==> config.mk <==
export PLATFORM = sky130hd
export DESIGN_NAME = fp_exception_unit_flat
export DESIGN_NICKNAME = d
export VERILOG_FILES = /design/src/rtl/fp_exception_unit_pkg.sv /design/src/rtl/fp_exception_unit_if.sv /design/src/rtl/fp_exception_unit_classify.sv /design/src/rtl/fp_exception_unit.sv /design/src/flat_wrapper.sv
export SDC_FILE = /design/constraint.sdc
export NUM_CORES = 1
export LEC_CHECK = 0
export CORE_MARGIN = 1.5
export CORE_UTILIZATION = 47
export CTS_CLUSTER_DIAMETER = 80
export DETAILED_ROUTE_END_ITERATION = 10
export PLACE_DENSITY = 0.85
export SLEW_MARGIN = 40
export SYNTH_ARGS = -nofsm -noshare
export SYNTH_HDL_FRONTEND = slang
export SYNTH_HIERARCHICAL = 1
export SYNTH_SLANG_ARGS = --single-unit
==> constraint.sdc <==
create_clock -name clk -period 3.05 [get_ports clk]
set_input_delay 0.915 -clock clk [delete_from_list [all_inputs] [get_ports clk]]
set_output_delay 0.915 -clock clk [all_outputs]
set_load 0.005 [all_outputs]
==> src/rtl/fp_exception_unit_pkg.sv <==
// Shared definitions for the FP exception unit: operation codes,
// exception codes and the bit positions of the sticky status flags.
package fp_exception_unit_pkg;

  typedef enum logic [1:0] {
    OP_ADDITION       = 2'b00,
    OP_SUBTRACTION    = 2'b01,
    OP_MULTIPLICATION = 2'b10,
    OP_DIVISION       = 2'b11
  } fp_op_e;

  typedef enum logic [2:0] {
    EXC_NONE     = 3'b000,
    EXC_NAN_IN   = 3'b001,
    EXC_INVALID  = 3'b010,
    EXC_DIV_ZERO = 3'b011,
    EXC_INF_RES  = 3'b100,
    EXC_ZERO_RES = 3'b101
  } fp_exc_e;

  localparam int STICKY_NAN      = 0;
  localparam int STICKY_INVALID  = 1;
  localparam int STICKY_DIV_ZERO = 2;
  localparam int STICKY_ANY      = 3;

  // Sticky-flag contribution of a single classified operation.
  function automatic logic [3:0] sticky_bits(input fp_exc_e code);
    logic [3:0] bits;
    bits                  = '0;
    bits[STICKY_NAN]      = (code == EXC_NAN_IN);
    bits[STICKY_INVALID]  = (code == EXC_INVALID);
    bits[STICKY_DIV_ZERO] = (code == EXC_DIV_ZERO);
    bits[STICKY_ANY]      = (code != EXC_NONE);
    return bits;
  endfunction

endpackage

==> src/rtl/fp_exception_unit_if.sv <==
// Request/result bundle between the issuing stage, the exception unit
// and the downstream FPU datapath. The master drives requests and accepts
// results; the slave is the exception unit itself.
interface fp_exception_unit_if #(
  parameter int EXP_W = 4,
  parameter int MAN_W = 3,
  parameter int CNT_W = 8
);
  localparam int W = 1 + EXP_W + MAN_W;

  logic             in_valid;
  logic             in_ready;
  logic [1:0]       fp_operation;
  logic [W-1:0]     op_a;
  logic [W-1:0]     op_b;
  logic             out_valid;
  logic             out_ready;
  logic             op_is_exception;
  logic [2:0]       fp_exce;
  logic [W-1:0]     special_result;
  logic [3:0]       sticky_flags;
  logic [CNT_W-1:0] exc_count;
  logic             clr_sticky;

  modport master (
    output in_valid, fp_operation, op_a, op_b, out_ready, clr_sticky,
    input  in_ready, out_valid, op_is_exception, fp_exce, special_result,
           sticky_flags, exc_count
  );

  modport slave (
    input  in_valid, fp_operation, op_a, op_b, out_ready, clr_sticky,
    output in_ready, out_valid, op_is_exception, fp_exce, special_result,
           sticky_flags, exc_count
  );

endinterface

==> src/rtl/fp_exception_unit_classify.sv <==
// Combinational classification of one {sign, exp, man} operand.
// Subnormals (exp 0, man != 0) count as finite nonzero values.
module fp_classify #(
  parameter int EXP_W = 4,
  parameter int MAN_W = 3
) (
  input  logic [EXP_W+MAN_W:0] op,
  output logic                 is_nan,
  output logic                 is_inf,
  output logic                 is_zero,
  output logic                 sign
);

  logic [EXP_W-1:0] exp_f;
  logic [MAN_W-1:0] man_f;
  logic             exp_ones;
  logic             exp_zero;
  logic             man_zero;

  assign {sign, exp_f, man_f} = op;
  assign exp_ones = &exp_f;
  assign exp_zero = ~|exp_f;
  assign man_zero = ~|man_f;

  assign is_nan  = exp_ones && !man_zero;
  assign is_inf  = exp_ones && man_zero;
  assign is_zero = exp_zero && man_zero;

endmodule

==> src/rtl/fp_exception_unit.sv <==
// Front-end exception screen for the FPU. Classifies both operands,
// picks the highest-priority exception, builds the bypass result and
// registers it behind a one-deep valid/ready stage. Also keeps sticky
// status flags and a saturating exception counter.
module fp_exception_unit
  import fp_exception_unit_pkg::*;
#(
  parameter int EXP_W = 4,
  parameter int MAN_W = 3,
  parameter int CNT_W = 8
) (
  input  logic               clk,
  input  logic               rst_n,
  fp_exception_unit_if.slave bus
);

  localparam int W = 1 + EXP_W + MAN_W;

  logic a_nan, a_inf, a_zero, a_sign;
  logic b_nan, b_inf, b_zero, b_sign;

  fp_classify #(.EXP_W(EXP_W), .MAN_W(MAN_W)) u_class_a (
    .op(bus.op_a), .is_nan(a_nan), .is_inf(a_inf), .is_zero(a_zero), .sign(a_sign)
  );

  fp_classify #(.EXP_W(EXP_W), .MAN_W(MAN_W)) u_class_b (
    .op(bus.op_b), .is_nan(b_nan), .is_inf(b_inf), .is_zero(b_zero), .sign(b_sign)
  );

  fp_op_e           op;
  fp_exc_e          exc_code;
  logic             invalid;
  logic             res_sign;
  logic [W-1:0]     res_value;
  logic             load;
  logic [3:0]       event_bits;
  logic [3:0]       flags_base;
  logic [CNT_W-1:0] count_base;

  logic             valid_q;
  logic             is_exc_q;
  logic [2:0]       exce_q;
  logic [W-1:0]     result_q;
  logic [3:0]       flags_q;
  logic [CNT_W-1:0] count_q;

  assign op   = fp_op_e'(bus.fp_operation);
  assign load = bus.in_valid && bus.in_ready;

  // Pick the exception code in priority order and the sign of the special result.
  always_comb begin
    invalid  = 1'b0;
    res_sign = a_sign ^ b_sign;
    case (op)
      OP_ADDITION: begin
        invalid  = a_inf && b_inf && (a_sign != b_sign);
        res_sign = a_inf ? a_sign : b_sign;
      end
      OP_SUBTRACTION: begin
        invalid  = a_inf && b_inf && (a_sign == b_sign);
        res_sign = a_inf ? a_sign : ~b_sign;
      end
      OP_MULTIPLICATION: invalid = (a_zero && b_inf) || (a_inf && b_zero);
      OP_DIVISION:       invalid = (a_zero && b_zero) || (a_inf && b_inf);
      default:           invalid = 1'b0;
    endcase

    exc_code = EXC_NONE;
    if (a_nan || b_nan)
      exc_code = EXC_NAN_IN;
    else if (invalid)
      exc_code = EXC_INVALID;
    else if (op == OP_DIVISION && !a_zero && !a_inf && b_zero)
      exc_code = EXC_DIV_ZERO;
    else if ((a_inf || b_inf) && !(op == OP_DIVISION && b_inf))
      exc_code = EXC_INF_RES;
    else if ((op == OP_MULTIPLICATION && (a_zero || b_zero)) ||
             (op == OP_DIVISION && (a_zero || b_inf)))
      exc_code = EXC_ZERO_RES;
  end

  // Build the bypass value: canonical NaN, signed inf, signed zero or all zeros.
  always_comb begin
    res_value = '0;
    case (exc_code)
      EXC_NAN_IN, EXC_INVALID: begin
        res_value[W-2 -: EXP_W] = '1;
        res_value[MAN_W-1]      = 1'b1;
      end
      EXC_DIV_ZERO, EXC_INF_RES: begin
        res_value[W-1]          = res_sign;
        res_value[W-2 -: EXP_W] = '1;
      end
      EXC_ZERO_RES: res_value[W-1] = res_sign;
      default:      res_value = '0;
    endcase
  end

  // A clear takes effect before the event being loaded in the same cycle.
  always_comb begin
    event_bits = load ? sticky_bits(exc_code) : 4'b0000;
    flags_base = bus.clr_sticky ? 4'b0000 : flags_q;
    count_base = bus.clr_sticky ? '0 : count_q;
  end

  // Result stage: load on transfer, drop valid once downstream takes it.
  always_ff @(posedge clk or negedge rst_n) begin
    if (!rst_n) begin
      valid_q  <= 1'b0;
      is_exc_q <= 1'b0;
      exce_q   <= 3'b000;
      result_q <= '0;
    end else if (load) begin
      valid_q  <= 1'b1;
      is_exc_q <= (exc_code != EXC_NONE);
      exce_q   <= exc_code;
      result_q <= res_value;
    end else if (bus.out_ready) begin
      valid_q  <= 1'b0;
    end
  end

  // Sticky flags accumulate and the exception counter saturates at all-ones.
  always_ff @(posedge clk or negedge rst_n) begin
    if (!rst_n) begin
      flags_q <= 4'b0000;
      count_q <= '0;
    end else begin
      flags_q <= flags_base | event_bits;
      if (load && exc_code != EXC_NONE && count_base != '1)
        count_q <= count_base + CNT_W'(1);
      else
        count_q <= count_base;
    end
  end

  assign bus.in_ready        = !valid_q || bus.out_ready;
  assign bus.out_valid       = valid_q;
  assign bus.op_is_exception = is_exc_q;
  assign bus.fp_exce         = exce_q;
  assign bus.special_result  = result_q;
  assign bus.sticky_flags    = flags_q;
  assign bus.exc_count       = count_q;

endmodule

==> src/flat_wrapper.sv <==
// flat-port wrapper written by rule: the top's interface ports become plain ports
module fp_exception_unit_flat import fp_exception_unit_pkg::*;
#(
  parameter int EXP_W = 4,
  parameter int MAN_W = 3,
  parameter int CNT_W = 8
)
  (clk, rst_n, bus_in_valid, bus_fp_operation, bus_op_a, bus_op_b, bus_out_ready, bus_clr_sticky, bus_in_ready, bus_out_valid, bus_op_is_exception, bus_fp_exce, bus_special_result, bus_sticky_flags, bus_exc_count);
  fp_exception_unit_if #(.EXP_W(EXP_W), .MAN_W(MAN_W), .CNT_W(CNT_W)) bus_i ();
  input  logic clk;
  input  logic rst_n;
  input wire logic [$bits(bus_i.in_valid)-1:0] bus_in_valid;
  input wire logic [$bits(bus_i.fp_operation)-1:0] bus_fp_operation;
  input wire logic [$bits(bus_i.op_a)-1:0] bus_op_a;
  input wire logic [$bits(bus_i.op_b)-1:0] bus_op_b;
  input wire logic [$bits(bus_i.out_ready)-1:0] bus_out_ready;
  input wire logic [$bits(bus_i.clr_sticky)-1:0] bus_clr_sticky;
  output wire logic [$bits(bus_i.in_ready)-1:0] bus_in_ready;
  output wire logic [$bits(bus_i.out_valid)-1:0] bus_out_valid;
  output wire logic [$bits(bus_i.op_is_exception)-1:0] bus_op_is_exception;
  output wire logic [$bits(bus_i.fp_exce)-1:0] bus_fp_exce;
  output wire logic [$bits(bus_i.special_result)-1:0] bus_special_result;
  output wire logic [$bits(bus_i.sticky_flags)-1:0] bus_sticky_flags;
  output wire logic [$bits(bus_i.exc_count)-1:0] bus_exc_count;
  assign bus_i.in_valid = bus_in_valid;
  assign bus_i.fp_operation = bus_fp_operation;
  assign bus_i.op_a = bus_op_a;
  assign bus_i.op_b = bus_op_b;
  assign bus_i.out_ready = bus_out_ready;
  assign bus_i.clr_sticky = bus_clr_sticky;
  assign bus_in_ready = bus_i.in_ready;
  assign bus_out_valid = bus_i.out_valid;
  assign bus_op_is_exception = bus_i.op_is_exception;
  assign bus_fp_exce = bus_i.fp_exce;
  assign bus_special_result = bus_i.special_result;
  assign bus_sticky_flags = bus_i.sticky_flags;
  assign bus_exc_count = bus_i.exc_count;
  fp_exception_unit #(.EXP_W(EXP_W), .MAN_W(MAN_W), .CNT_W(CNT_W)) u_core (.clk(clk), .rst_n(rst_n), .bus(bus_i));
endmodule
Yosys cells after proc, flatten, opt, wreduce, memory -nomap -nowiden
Index checks and enable logic that the tools add are counted.
Widths: inputs -> output; s select.
{"block": "word_totals", "ff_bits": 23, "inputBits": 23, "out_inout_bits": 26, "elab_cells": 89}
{"block": "op_classes", "addsub": 1, "n_eq_ne": 11, "mux": 18, "bitwise": 3, "reduce_logical": 50}
{"op": "$logic_and 1x1->1", "count": 22}
{"op": "$mux 8", "count": 2}
{"op": "$mux 3", "count": 5}
{"op": "$mux 4", "count": 3}
{"op": "$reduce_or 4->1", "count": 3}
{"op": "$reduce_or 3->1", "count": 3}
{"op": "$add 8x1->8 const B", "count": 1}
{"op": "$logic_not 1->1", "count": 8}
{"op": "$logic_or 1x1->1", "count": 8}
{"op": "$ne 8x8->1 const B", "count": 1}
{"op": "$reduce_and 4->1", "count": 2}
{"op": "$eq 3x2->1 const B", "count": 2}
{"op": "$eq 3x3->1 const B", "count": 2}
{"op": "$mux 1", "count": 6}
{"op": "$eq 2x2->1 const B", "count": 2}
{"op": "$or 4x4->4", "count": 1}
{"op": "$pmux 1 s4", "count": 1}
{"op": "$eq 3x1->1 const B", "count": 1}
{"op": "$reduce_bool 3->1", "count": 1}
{"op": "$eq 2x1->1 const B", "count": 1}
{"op": "$logic_not 2->1", "count": 1}
{"op": "$pmux 1 s2", "count": 1}
{"op": "$reduce_bool 2->1", "count": 1}
{"op": "$reduce_or 2->1", "count": 1}
{"op": "other kinds (4)", "count": 4}

Depth between registers and ports, before layout
Gate-level depths: netlist of run 1.
{"block": "logic_depth", "word_depth": 15, "mapped_depth": 8, "mapped_depth_nobuf": 6}

Cells and area by module
Netlist of run 1, hierarchy kept.
{"module": "fp_exception_unit", "n_inst": 1, "cells_per_inst": 126, "area_per_inst_um2": 1216.2, "seq_area_each_um2": 500.5}
{"module": "fp_classify", "n_inst": 2, "cells_per_inst": 7, "area_per_inst_um2": 41.3, "seq_area_each_um2": 0.0}

Worst setup path before layout of run 1
Ideal clock, no wire load.
{"block": "synth_timing", "path_type": "in2reg", "from": "input port bus_op_b[4]", "to": "register u_core.count_q[7] (netlist: u_core/bus.exc_count[7])", "setup_ns": 0.120, "arrival_time_ns": 2.446, "required_ns": 2.930, "setup_slack_ns": 0.483, "stages": 6, "path_buffers": 0, "cell_sequence": "nor4_1 -> and2_1 -> o21a_1 -> o211ai_2 -> or4_2 -> o211a_1"}
{"block": "synth_between", "elab_chain_cells": 15, "word_cells_on_any_way": 35, "cone_classes": "7 x mux; 28 x reduce/logical"}
{"element": "start: declaration", "line_no": "flat_wrapper.sv:15", "source": "input wire logic [$bits(bus_i.op_b)-1:0] bus_op_b;"}
{"element": "$reduce_or 4->1 *", "line_no": "fp_exception_unit_classify.sv:22", "source": "assign exp_zero = ~|exp_f;"}
{"element": "$logic_not 1->1 *", "line_no": "fp_exception_unit_classify.sv:22"}
{"element": "$logic_and 1x1->1 *", "line_no": "fp_exception_unit_classify.sv:27", "source": "assign is_zero = exp_zero && man_zero;"}
{"element": "via u_core.b_zero", "line_no": "fp_exception_unit.sv:20", "source": "logic b_nan, b_inf, b_zero, b_sign;"}
{"element": "$logic_or 1x1->1", "line_no": "fp_exception_unit.sv:77", "source": "else if ((op == OP_MULTIPLICATION && (a_zero || b_zero)) ||"}
{"element": "$logic_and 1x1->1", "line_no": "fp_exception_unit.sv:77"}
{"element": "$logic_or 1x1->1", "line_no": "fp_exception_unit.sv:77"}
{"element": "$mux 3", "line_no": "fp_exception_unit.sv:77"}
{"element": "$mux 3", "line_no": "fp_exception_unit.sv:75", "source": "else if ((a_inf || b_inf) && !(op == OP_DIVISION && b_inf))"}
{"element": "$mux 3", "line_no": "fp_exception_unit.sv:73", "source": "else if (op == OP_DIVISION && !a_zero && !a_inf && b_zero)"}
{"element": "$mux 3 *", "line_no": "fp_exception_unit.sv:71", "source": "else if (invalid)"}
{"element": "$mux 3 *", "line_no": "fp_exception_unit.sv:69", "source": "if (a_nan || b_nan)"}
{"element": "$reduce_bool 3->1 *", "line_no": "fp_exception_unit.sv:130", "source": "if (load && exc_code != EXC_NONE && count_base != '1)"}
{"element": "$logic_and 1x1->1 * (2 in series)", "line_no": "fp_exception_unit.sv:130"}
{"element": "$mux 8 *", "line_no": "fp_exception_unit.sv:130"}
{"element": "end signal: assignment", "line_no": "fp_exception_unit.sv:131", "source": "count_q <= count_base + CNT_W'(1);"}
{"element": "end signal: assignment", "line_no": "fp_exception_unit.sv:133", "source": "count_q <= count_base;"}
{"element": "end: declaration", "line_no": "fp_exception_unit.sv:45", "source": "logic [CNT_W-1:0] count_q;"}
Mark *: on every way through the listed nets, which the timed path passes. The rest lies on a longest branch.
A chain may end at the register's enable or synchronous reset.

Final worst setup path of run 1
{"block": "layout_timing", "from": "input port bus_out_ready", "to": "output port bus_in_ready"}
{"block": "layout_between", "elab_chain_cells": 1}
{"element": "start: declaration", "line_no": "flat_wrapper.sv:16", "source": "input wire logic [$bits(bus_i.out_ready)-1:0] bus_out_ready;"}
{"element": "$logic_or 1x1->1", "line_no": "fp_exception_unit.sv:137", "source": "assign bus.in_ready = !valid_q || bus.out_ready;"}
{"element": "end: declaration", "line_no": "flat_wrapper.sv:18", "source": "output wire logic [$bits(bus_i.in_ready)-1:0] bus_in_ready;"}
No other way between the ends.

==> results.txt, run 1 <==
* Depth of the worst register-to-register path: 5
- Synthesis Warnings: 6
* Finished Core Util: 0.709
- The floorplan step defined a die boundary enclosing 3090 sq um.
* Final-report setup violation count: 0
- The count of buffers added on input and output ports is 46.
* Worst-case vdd ir drop: 286 uV
- Pwr per Cell Area: 345 nW/um^2
- Across every metal layer, demand over resource in global routing totals 0.217.
- Number of nets with antenna violations after routing: 0
- Type of element launching the critical path: input port
* Multi-input logic area: 674 sq um
- Total half-perimeter wirelength after legalization and detailed placement: 2.52 mm
- Most numerous cell in the Yosys netlist: sky130_fd_sc_hd__dfrtp_1
- In this run, synthesis inferred 0 flip-flops with an integrated enable.
- Synthesized cell area: 1300 sq um
- Data on the critical path is required at its endpoint by 2.13 ns.
- I/O pin cnt: 49
- Starting DRT DRC Count: 40
* CTS max path bufs: 2
* Cell-internal power: 0.481 mW
- Of all flip-flops after synthesis, the portion carrying an async set or reset was 1.00.
* Core area: 2540 sq um
* RSZ-0062 raised after global routing: no
- Number of placed cells counting well taps: 212
* Detailed-route wire length: 3.21 mm
- Number of max-cap violations: 0
- Counting flops and latches in the post-synthesis netlist gives 20.
* Critical R2R Launch: u_core/bus.exc_count[0]$_DFF_PN0_
- The sequential cells in the finished layout cover a total of 500 sq um.
* Final Critical Period: 2.97 ns
- The run finished with clean final reports.
- Hold Violations, Final: 0
- Fill cells in the final layout number 220.
- Distinct cell type count after synthesis: 48
- Along the worst path, the maximum fanout reaches 2.
* Vias in the first global route: 1234
* Clock tree from TritonCTS: built
* Number of levels the H-tree was split into: 1
* Count of nets after finishing: 211
- Of the total power, the clock network draws 0.350.
* Comb power frac: 0.195
* NetSw: 0.141 mW
- Derived from the worst setup path, the maximum achievable clock frequency is 0.337 GHz.
- Row generation in the floorplan step produced 18 rows.
- Relative to the synthesized area, the layout overhead comes to 38.9%.
- Post-synth top cells: sky130_fd_sc_hd__dfrtp_1, sky130_fd_sc_hd__nor2_1, sky130_fd_sc_hd__a21oi_1, sky130_fd_sc_hd__nand2_1, sky130_fd_sc_hd__nor3_1
* Hold WC Path Type: register to register
* Cells after Synth: 140
- The die is 55.6 um tall.
* Share of total power consumed by net switching: 0.227
- The worst hold path passes through 2 cells.
- Actual transition at the worst max-transition pin: 0.603 ns
- The count of final max-slew check failures is 0.
- Drt pass-1 iters: 4
* Post-CTS setup buffer count: 0
* Register-to-Register Setup Slack: 1.20 ns
- Antenna violations before repair: 0
- Sequential power share: 0.455
- Clock-pin slew was measured on the worst setup and hold paths at 0.11 ns.
- The first global-routing pass estimated 5.51 mm of wire.
* Top cells by area in the synthesized netlist: sky130_fd_sc_hd__dfrtp_1, sky130_fd_sc_hd__buf_4, sky130_fd_sc_hd__a21oi_1
* Non-filler cells, final: 216
- The repair_antennas step left the layout with diodes totalling 0.
* Clock buffers created by TritonCTS: 3
* Worst slew margin relative to its limit: 0.595
- Die Wd: 55.6 um
- Top flip-flop cell by instance count after synthesis: sky130_fd_sc_hd__dfrtp_1
- In this run the mean area of a mapped cell was 9.28 sq um.
- Final routed wire length divided by cell count: 14.9 um
- End of the worst register-to-register path: u_core/bus.exc_count[4]$_DFF_PN0_
- CP Data Arrival Time: 2.05 ns
* Share of final-layout standard cells stronger than drive strength 1: 0.118
* Pin count of the biggest net entering global routing: 21
- Critical path start-end classification: input port to output pin
* Hold worst-path end: u_core/bus.fp_exce[1]$_DFFE_PN0P_
* DRC violations left: 0
* Pwr Total: 0.622 mW
* Average via count per standard cell: 5.84
- Clock latency at the later pin of the worst-skew pair: 0.30 ns
- CTS Sinks: 20
- Leak Pwr: 0.768 nW
- For this design, the CTS-stage hold fixing added 0 buffers.
- Between clock sinks in the finished design, the worst skew comes to 0.00322 ns.
* Root buffer cell: sky130_fd_sc_hd__clkbuf_4
- Final period utilization: 0.973
- The share of synthesized area in the top cell type comes to 0.385.
- Biggest area consumer among synthesized cells: sky130_fd_sc_hd__dfrtp_1
- Register area share after synthesis: 0.385
* Effective utilization at floorplan: 0.510
- The worst setup path is captured at an output pin.
- Hold Crit Start: u_core/bus.fp_exce[1]$_DFFE_PN0P_
- Number of gates resized after cts: 0
- Vias: 1261
- Routability-driven placement finished with a final weighted congestion of 0.813.
- After global routing the overflow that remains totals 0.
-- layout by cell type, fill, tap and decap left out, drive strengths merged, types with 4 or more instances in the layout --
cell,Yosys,layout
clkdlybuf4s50,0,46
a21oi,9,9
dfrtp,20,20
nor2b,4,4
xor2,4,4
nor3,9,9
or4,4,4
nor4,5,5
buf,10,9
nand3,5,5
nand2,9,9
nor2,11,11
-- registers in the layout, summed over array words and instances, names as in the netlist --
register / cells
u_core/bus.op_is_exception: 1
u_core/bus.special_result: 3
u_core/bus.sticky_flags: 4
u_core/bus.fp_exce: 3
u_core/bus.out_valid: 1
u_core/bus.exc_count: 8
-- power by group through the flow --
stage / Combinational (mW) / Clock (mW) / Sequential, mW
global placement: 0.118 / 0 / 0.288
CTS: 0.122 / 0.223 / 0.283
detailed placement: 0.122 / 0 / 0.288
global route: 0.132 / 0.233 / 0.285
floorplan: 0.0541 / 0 / 0.288
finish: 0.121 / 0.218 / 0.283
-- per-layer routing --
layer,share of wire,track usage
met5,0,0
met4,0.0090,0.0767
met3,0.048,0.0351
met1,0.41,0.258
met2,0.53,0.391
-- worst max-delay path by stage --
| stage | startpoint | to | depth (start not counted) |
|---|---|---|---|
| final | bus_out_ready | bus_in_ready | 3 |
| after global routing | bus_out_ready | bus_in_ready | 3 |
| after CTS | bus_out_ready | bus_in_ready | 3 |
| after detailed placement | bus_op_b[5] | u_core/bus.exc_count[5]$_DFF_PN0_ | 8 |
| after global placement | bus_op_a[5] | u_core/bus.exc_count[7]$_DFF_PN0_ | 7 |
| after floorplan | bus_op_b[4] | u_core/bus.exc_count[7]$_DFF_PN0_ | 6 |
-- critical path, cell delays in order --
cell                              delay (ns)
sky130_fd_sc_hd__clkdlybuf4s50_1        0.40
sky130_fd_sc_hd__or2b_2                 0.30
sky130_fd_sc_hd__clkdlybuf4s50_1        0.44
-- kinds of logic after synthesis --
group,Yosys count,share of synthesized area
fa+ha+maj,1,0.00963
compound gates,31,0.170
simple gates,62,0.274
flops,20,0.385
buf+inv,17,0.0983
other cells,1,0.00289
xor+xnor,5,0.0337
mux,3,0.0270
-- final cells by class --
| class | count | area share |
|---|---|---|
| clock buffers | 3 | 0.0125 |
| clock inverters | 1 | 0.0166 |
| inverters | 3 | 0.00624 |
| multi-input cells | 104 | 0.374 |
| flip-flops and latches | 20 | 0.277 |
| well taps | 30 | 0.0208 |
| repair buffers | 55 | 0.293 |
-- per-stage QoR --
step	setup slack (ns)	instance area, sq um	setup TNS (ns)	hold slack, ns
after floorplan	0.483	1300	0	0.470
after global placement	0.0538	1750	0	0.467
after detailed placement	-0.0559	1750	-0.0590	0.477
after CTS	0.0758	1800	0	0.505
after global routing	0.0485	1800	0	0.524
final	0.0826	1800	0	0.504
(Power assumes the default switching activity.)
==> inputs of run 2 (changes only) <==
CORE_MARGIN = 3   (was 1.5)
==> run 2 against run 1 <==
  * Count of clock-buffer cells in the layout did not move
  * Power up 1.8%
  * Sequential share of layout area stayed put
  * Fmax is 0.23% lower
  * Register-to-register slack improved by 0.02 ns
  * Via count increased by 3.4%
  * Worst hold slack worse by 0.014 ns
  * Sequential cell count unchanged
  * Cell count unchanged
  * Clock power up 4%
  * Sequential power barely moved
  * Critical path type unchanged
==> results.txt, run 2 (synthesis results as in run 1) <==
- Clock tree from TritonCTS: built
* Average via count per standard cell: 6.04 (+3.4%)
* Type of element launching the critical path: input port
- First-pass GRT wire length: 6.13 mm (+11%)
- Cell repeated most along the worst path: sky130_fd_sc_hd__clkdlybuf4s50_1
* Leak Pwr: 0.768 nW (unchanged)
- The layout overhead on the synthesized area was 38.9% (unchanged).
- Most frequent cells in the layout: sky130_fd_sc_hd__clkdlybuf4s50_1, sky130_fd_sc_hd__dfrtp_1, sky130_fd_sc_hd__nor2_1
- The total half-perimeter wirelength after legalization and detailed placement was 2.82 mm (+12%).
- The residual DRC count is 0 (unchanged).
- In this run the clock root is driven by a sky130_fd_sc_hd__clkbuf_4.
- Effective utilization at floorplan: 0.510 (unchanged)
- The total inserted antenna cells was 0 (unchanged).
- Multi-input logic area: 674 sq um (unchanged)
- Number of rows created at floorplan: 18 (unchanged)
- The number of hold-repair buffers added at the cts stage was 0 (unchanged).
- The clock slew seen by the registers of the worst setup and hold paths came to 0.12 ns (about the same).
- The initial antenna violation count was 0 (unchanged).
- Total overflow reported by the global router: 0 (unchanged)
- The pre-CTS setup slack was -0.0721 ns (-0.0162 ns).
- The data arrival time of the worst path is 2.06 ns (about the same).
- The maximum net fanout on the critical path came to 2 (unchanged).
- The final-report hold violation count came to 0 (unchanged).
- The total power divided by cell area was 351 nW/um^2 (+1.8%).
* Pin count of the biggest net entering global routing: 21 (unchanged)
- Count of nets after finishing: 211 (unchanged)
- The library cell used most frequently in the layout, excluding fill and tap cells, is sky130_fd_sc_hd__clkdlybuf4s50_1.
* Number of levels the H-tree was split into: 1 (unchanged)
* Final setup slack of the worst path: 0.0757 ns (-0.00697 ns)
- Post-CTS setup buffer count: 0 (unchanged)
- CTS Sinks: 20 (unchanged)
- On the critical path, the stage with the largest delay is an instance of sky130_fd_sc_hd__clkdlybuf4s50_1.
* Worst-case vdd ir drop: 316 uV (+11%)
- Number of gates resized after cts: 0 (unchanged)
* Vias: 1304 (+3.4%)
* Worst slew margin relative to its limit: 0.596 (+0.000692)
- Setup_tns: 0 ns (unchanged)
* Placer Congestion: 0.819 (+0.79%)
* Total Routing Usage GR: 0.233 (+0.0159)
* FILL cells: 202 (-8.2%)
- The detailed router's first-iteration violation count came to 54 (+35%).
- Type of element capturing the critical path: output pin
- The number of violations of the max-capacitance limit was 0 (unchanged).
* Clock latency at the later pin of the worst-skew pair: 0.32 ns (+0.02 ns)
- Die Wd: 58.6 um (+5.4%)
- Share of final-layout standard cells stronger than drive strength 1: 0.118 (unchanged)
- The achievable frequency came to 0.336 GHz (-0.23%).
- The final clock period utilization by the worst path was 0.975 (+0.00229).
- Die height: 58.6 um (+5.4%)
* Pwr Total: 0.633 mW (+1.8%)
- Worst stage delay on the critical path: 0.45 ns (about the same)
* Final Critical Period: 2.97 ns (+0.00697 ns)
- The count of final setup violators came to 0 (unchanged).
- The number of buffers on the longest clock path came to 2 (unchanged).
- Number of buffers inserted by port buffering: 46 (unchanged)
- Setup repair after global routing left no endpoint under its margin.
- The run finished with clean final reports.
* Critical Path, Cell by Cell: clkdlybuf4s50_1 -> or2b_2 -> clkdlybuf4s50_1
- The tightest min-delay check is of the register to register type.
* Detailed-route wire length: 3.67 mm (+14%)
* Number of flip-flops under the largest register name: 8 (unchanged)
* FF/Latch Area: 500 sq um (unchanged)
- The required time at the endpoint of the critical path is 2.13 ns (about the same).
- The number of CTS-inserted buffers is 3 (unchanged).
- Critical path start-end classification: input port to output pin
- Core area: 2540 sq um (unchanged)
- I/O pin cnt: 49 (unchanged)
- Actual transition at the worst max-transition pin: 0.602 ns (-0.00103 ns)
- The count of final max-slew check failures was 0 (unchanged).
* Final routed wire length divided by cell count: 17.0 um (+14%)
- Area enclosed by the die boundary: 3430 sq um (+11%)
* Number of nets with antenna violations after routing: 0 (unchanged)
* Vias in the first global route: 1360 (+10%)
- The number of search-and-repair iterations in the first detailed-routing pass came to 4 (unchanged).
- Setup Skew: 0.00665 ns (+0.00343 ns)
-- run 2: cell counts in the layout (fill, tap and decap cells not counted) --
No cell type changed its count.
-- run 2: final timing paths --
check | startpoint | to | slack [ns] | cells after the start
setup reg to reg | u_core/bus.exc_count[1]$_DFF_PN0_ | u_core/bus.exc_count[4]$_DFF_PN0_ | 1.22 | 5
hold reg to reg | u_core/bus.sticky_flags[3]$_DFF_PN0_ | u_core/bus.sticky_flags[3]$_DFF_PN0_ | 0.49 | 1
max in group asynchronous | rst_n | u_core/bus.sticky_flags[3]$_DFF_PN0_ | 1.91 | 2
hold / removal | u_core/bus.sticky_flags[3]$_DFF_PN0_ | u_core/bus.sticky_flags[3]$_DFF_PN0_ | 0.49 | 1
min in group asynchronous | rst_n | u_core/bus.special_result[7]$_DFFE_PN0P_ | 0.93 | 2
setup / recovery | bus_out_ready | bus_in_ready | 0.08 | 3
-- run 2: area by class of cell --
class                           instances  area share
Inverter                                3     0.00624
Sequential cell                        20       0.277
Tap cell                               30      0.0208
Multi-Input combinational cell        104       0.374
Clock inverter                          1      0.0166
Clock buffer                            3      0.0125
Timing Repair Buffer                   55       0.293
-- run 2: worst max-delay path: cells and delay by family --
kind / cells / cell delay [ns]
buf+inv: 2 / 0.85
simple gates: 1 / 0.30
-- run 2: metrics by stage --
stage               cell area, sq um  instances  hold slack, ns   util
floorplan                       1300        141           0.470      -
global placement                1750        212           0.465  0.688
detailed placement              1750        212           0.481  0.688
CTS                             1800        216           0.496  0.709
global route                    1800        216           0.529  0.709
finish                          1800        216           0.490  0.709
-- run 2: per-layer routing --
metal / track usage / share of wire
met5: 0 / 0
met4: 0.132 / 0.033
met2: 0.400 / 0.52
met1: 0.267 / 0.38
met3: 0.0482 / 0.065
-- run 2: power breakdown --
group	switching, mW	total, mW	internal, mW
logic	0.0512	0.124	0.0727
clock network	0.0938	0.227	0.133
registers	0.00693	0.282	0.276
total	0.152	0.633	0.481
==> inputs of run 3 (changes only) <==
CORE_MARGIN = 2   (was 3)
==> run 3 against run 2 <==
  * Sequential power barely moved
  * Critical path depth did not move
  * Sequential share of layout area rose by 0.23 points
  * Critical endpoint unchanged
  * Utilization shrank 4.3 points
==> results.txt, run 3 (synthesis results as in run 1) <==
- Die Wd: 56.6 um (-3.4%)
- The achievable frequency came to 0.337 GHz (+0.17%).
- The wire length per cell after detailed routing is 14.8 um (-13%).
* Area enclosed by the die boundary: 3200 sq um (-6.7%)
- Count of nets after finishing: 211 (unchanged)
- Clock network fraction of design power: 0.282 (-0.076)
* Post-CTS setup buffer count: 0 (unchanged)
- Antenna violations before repair: 0 (unchanged)
- Setup repair after global routing left no endpoint under its margin.
* Root buffer cell: sky130_fd_sc_hd__clkbuf_4
- Most common cell after layout, fill and taps aside: sky130_fd_sc_hd__clkdlybuf4s50_1
- The residual DRC count came to 0 (unchanged).
- Type of element capturing the critical path: output pin
- Total overflow reported by the global router: 0 (unchanged)
* Worst slew margin relative to its limit: 0.630 (+0.0340)
* Setup Skew: 0.00297 ns (-0.00368 ns)
- Pin count of the biggest net entering global routing: 21 (unchanged)
- Number of nets with antenna violations after routing: 0 (unchanged)
- Starting DRT DRC Count: 32 (-41%)
- The number of hold-repair buffers added at the cts stage is 0 (unchanged).
- The flow ran to the end, and the final reports show no timing, DRC or antenna violations.
* Required time of the worst setup path: 2.13 ns (about the same)
- The clock slew seen by the registers of the worst setup and hold paths is 0.12 ns (about the same).
- The number of core rows came to 19 (+1).
- Pwr Total: 0.563 mW (-11%)
- CTS max path bufs: 2 (unchanged)
* Leak Pwr: 0.762 nW (-0.90%)
- The top cell types in the final layout, fill and taps aside, are sky130_fd_sc_hd__clkdlybuf4s50_1, sky130_fd_sc_hd__dfrtp_1, sky130_fd_sc_hd__nor2_1.
- CTS Sinks: 20 (unchanged)
- The min-delay analysis places its worst path in the category register to register.
- The number of inserted filler cells in the final layout is 240 (+19%).
- The final weighted congestion in routability-driven placement was 0.837 (+2.2%).
- Setup_tns: 0 ns (unchanged)
- Share of final-layout standard cells stronger than drive strength 1: 0.118 (unchanged)
- Clock tree from TritonCTS: built
* Critical path start-end classification: input port to output pin
* Non-filler cells, final: 217 (+0.46%)
* Vias in the first global route: 1263 (-7.1%)
- The post-cts repair resize count was 0 (unchanged).
- Multi-input logic area: 674 sq um (unchanged)
- The final clock period utilization by the worst path was 0.974 (-0.00162).
- Pwr per Cell Area: 314 nW/um^2 (-10%)
- The combined global-route utilization of all metal layers is 0.220 (-0.0134).
* Clock latency at the later pin of the worst-skew pair: 0.30 ns (-0.02 ns)
- The final-report hold violation count came to 0 (unchanged).
- Number of flip-flops under the largest register name: 8 (unchanged)
- The detailed-route vias per instance was 5.87 (-2.8%).
- The total half-perimeter wirelength after legalization and detailed placement was 2.53 mm (-10%).
- Min Hold Slack: 0.502 ns (+0.0128 ns)
- Layout overhead on the synthesized area: 37.8%
- The post-layout utilization of the core is 0.666 (-0.0429).
- Core area: 2690 sq um (+5.6%)
- Number of levels the H-tree was split into: 1 (unchanged)
- The data arrival time of the worst path is 2.05 ns (about the same).
- Final antenna diode count: 0 (unchanged)
- Vias: 1273 (-2.4%)
- The vertical die dimension is 56.6 um (-3.4%).
* NetSw: 0.142 mW (-6.6%)
- The total instance count after detailed placement is 213 (+0.47%).
- The combinational share of power came to 0.215 (+0.019).
- The post-layout minimum cycle time is 2.97 ns (-0.00496 ns).
* Pins over their slew limit: 0 (unchanged)
* Type of element launching the critical path: input port
* Sequential power share: 0.504 (+0.058)
- Final-report setup violation count: 0 (unchanged)
- Actual transition at the worst max-transition pin: 0.551 ns (-0.0506 ns)
- Effective utilization at floorplan: 0.483 (-0.0269)
- The switching share of power is 0.252 (+0.0124).
* Worst-case vdd ir drop: 344 uV (+8.7%)
* Cell-internal power: 0.421 mW (-13%)
* Drt pass-1 iters: 4 (unchanged)
- Maximum fanout along the worst path: 2 (unchanged)
- First-pass GRT wire length: 5.67 mm (-7.5%)
- The number of CTS-inserted buffers was 3 (unchanged).
- The count of buffers from port buffering is 46 (unchanged).
- The number of top-level pins was 49 (unchanged).
* Number of max-cap violations: 0 (unchanged)
* FF/Latch Area: 500 sq um (unchanged)
* Detailed-route wire length: 3.22 mm (-12%)
-- run 3: cell types whose count changed in the layout (fill, tap and decap cells not counted) --
cell and delta:
sky130_fd_sc_hd__clkbuf_8 +1, sky130_fd_sc_hd__bufinv_16 -1
-- run 3: layout make-up --
cell class	instances	share of cell area
inverter	3	0.00629
multi-input combinational	104	0.377
clock buffer	4	0.0203
tap	31	0.0217
timing repair buffer	55	0.295
sequential	20	0.280
-- run 3: worst paths after layout --
path	start	to	slack [ns]	depth (start not counted)
worst max register to register	u_core/bus.exc_count[0]$_DFF_PN0_	u_core/bus.exc_count[4]$_DFF_PN0_	1.20	5
worst min register to register	u_core/bus.special_result[7]$_DFFE_PN0P_	u_core/bus.special_result[7]$_DFFE_PN0P_	0.50	1
max in group asynchronous	rst_n	u_core/bus.exc_count[1]$_DFF_PN0_	1.89	2
min in group asynchronous	rst_n	u_core/bus.special_result[7]$_DFFE_PN0P_	0.94	2
worst min-delay path	u_core/bus.special_result[7]$_DFFE_PN0P_	u_core/bus.special_result[7]$_DFFE_PN0P_	0.50	1
worst max-delay path	bus_out_ready	bus_in_ready	0.08	3
-- run 3: per-stage QoR --
| step | instance area, sq um | setup slack (ns) |
|---|---|---|
| finish | 1790 | 0.0806 |
| global route | 1790 | 0.0285 |
| CTS | 1790 | 0.0792 |
| detailed placement | 1750 | -0.0146 |
| global placement | 1750 | 0.0514 |
| floorplan | 1300 | 0.483 |
-- run 3: critical path, stage by stage --
cell and delay [ns]:
sky130_fd_sc_hd__clkdlybuf4s50_1 0.39, sky130_fd_sc_hd__or2b_2 0.30, sky130_fd_sc_hd__clkdlybuf4s50_1 0.44
-- run 3: metal layers --
| layer | GRT usage | vias up | wire length [um] |
|---|---|---|---|
| met5 | 0 | - | 0 |
| met4 | 0.0850 | 0 | 36 |
| met3 | 0.0392 | 4 | 187 |
| met2 | 0.377 | 47 | 1660 |
| met1 | 0.272 | 620 | 1340 |
| li1 | - | 602 | - |
-- run 3: power groups by stage --
| stage | Clock, mW | Combinational [mW] | Sequential (mW) |
|---|---|---|---|
| finish | 0.158 | 0.121 | 0.283 |
| global route | 0.173 | 0.131 | 0.285 |
| CTS | 0.160 | 0.121 | 0.284 |
| detailed placement | 0 | 0.120 | 0.289 |
| global placement | 0 | 0.118 | 0.288 |
| floorplan | 0 | 0.0541 | 0.288 |
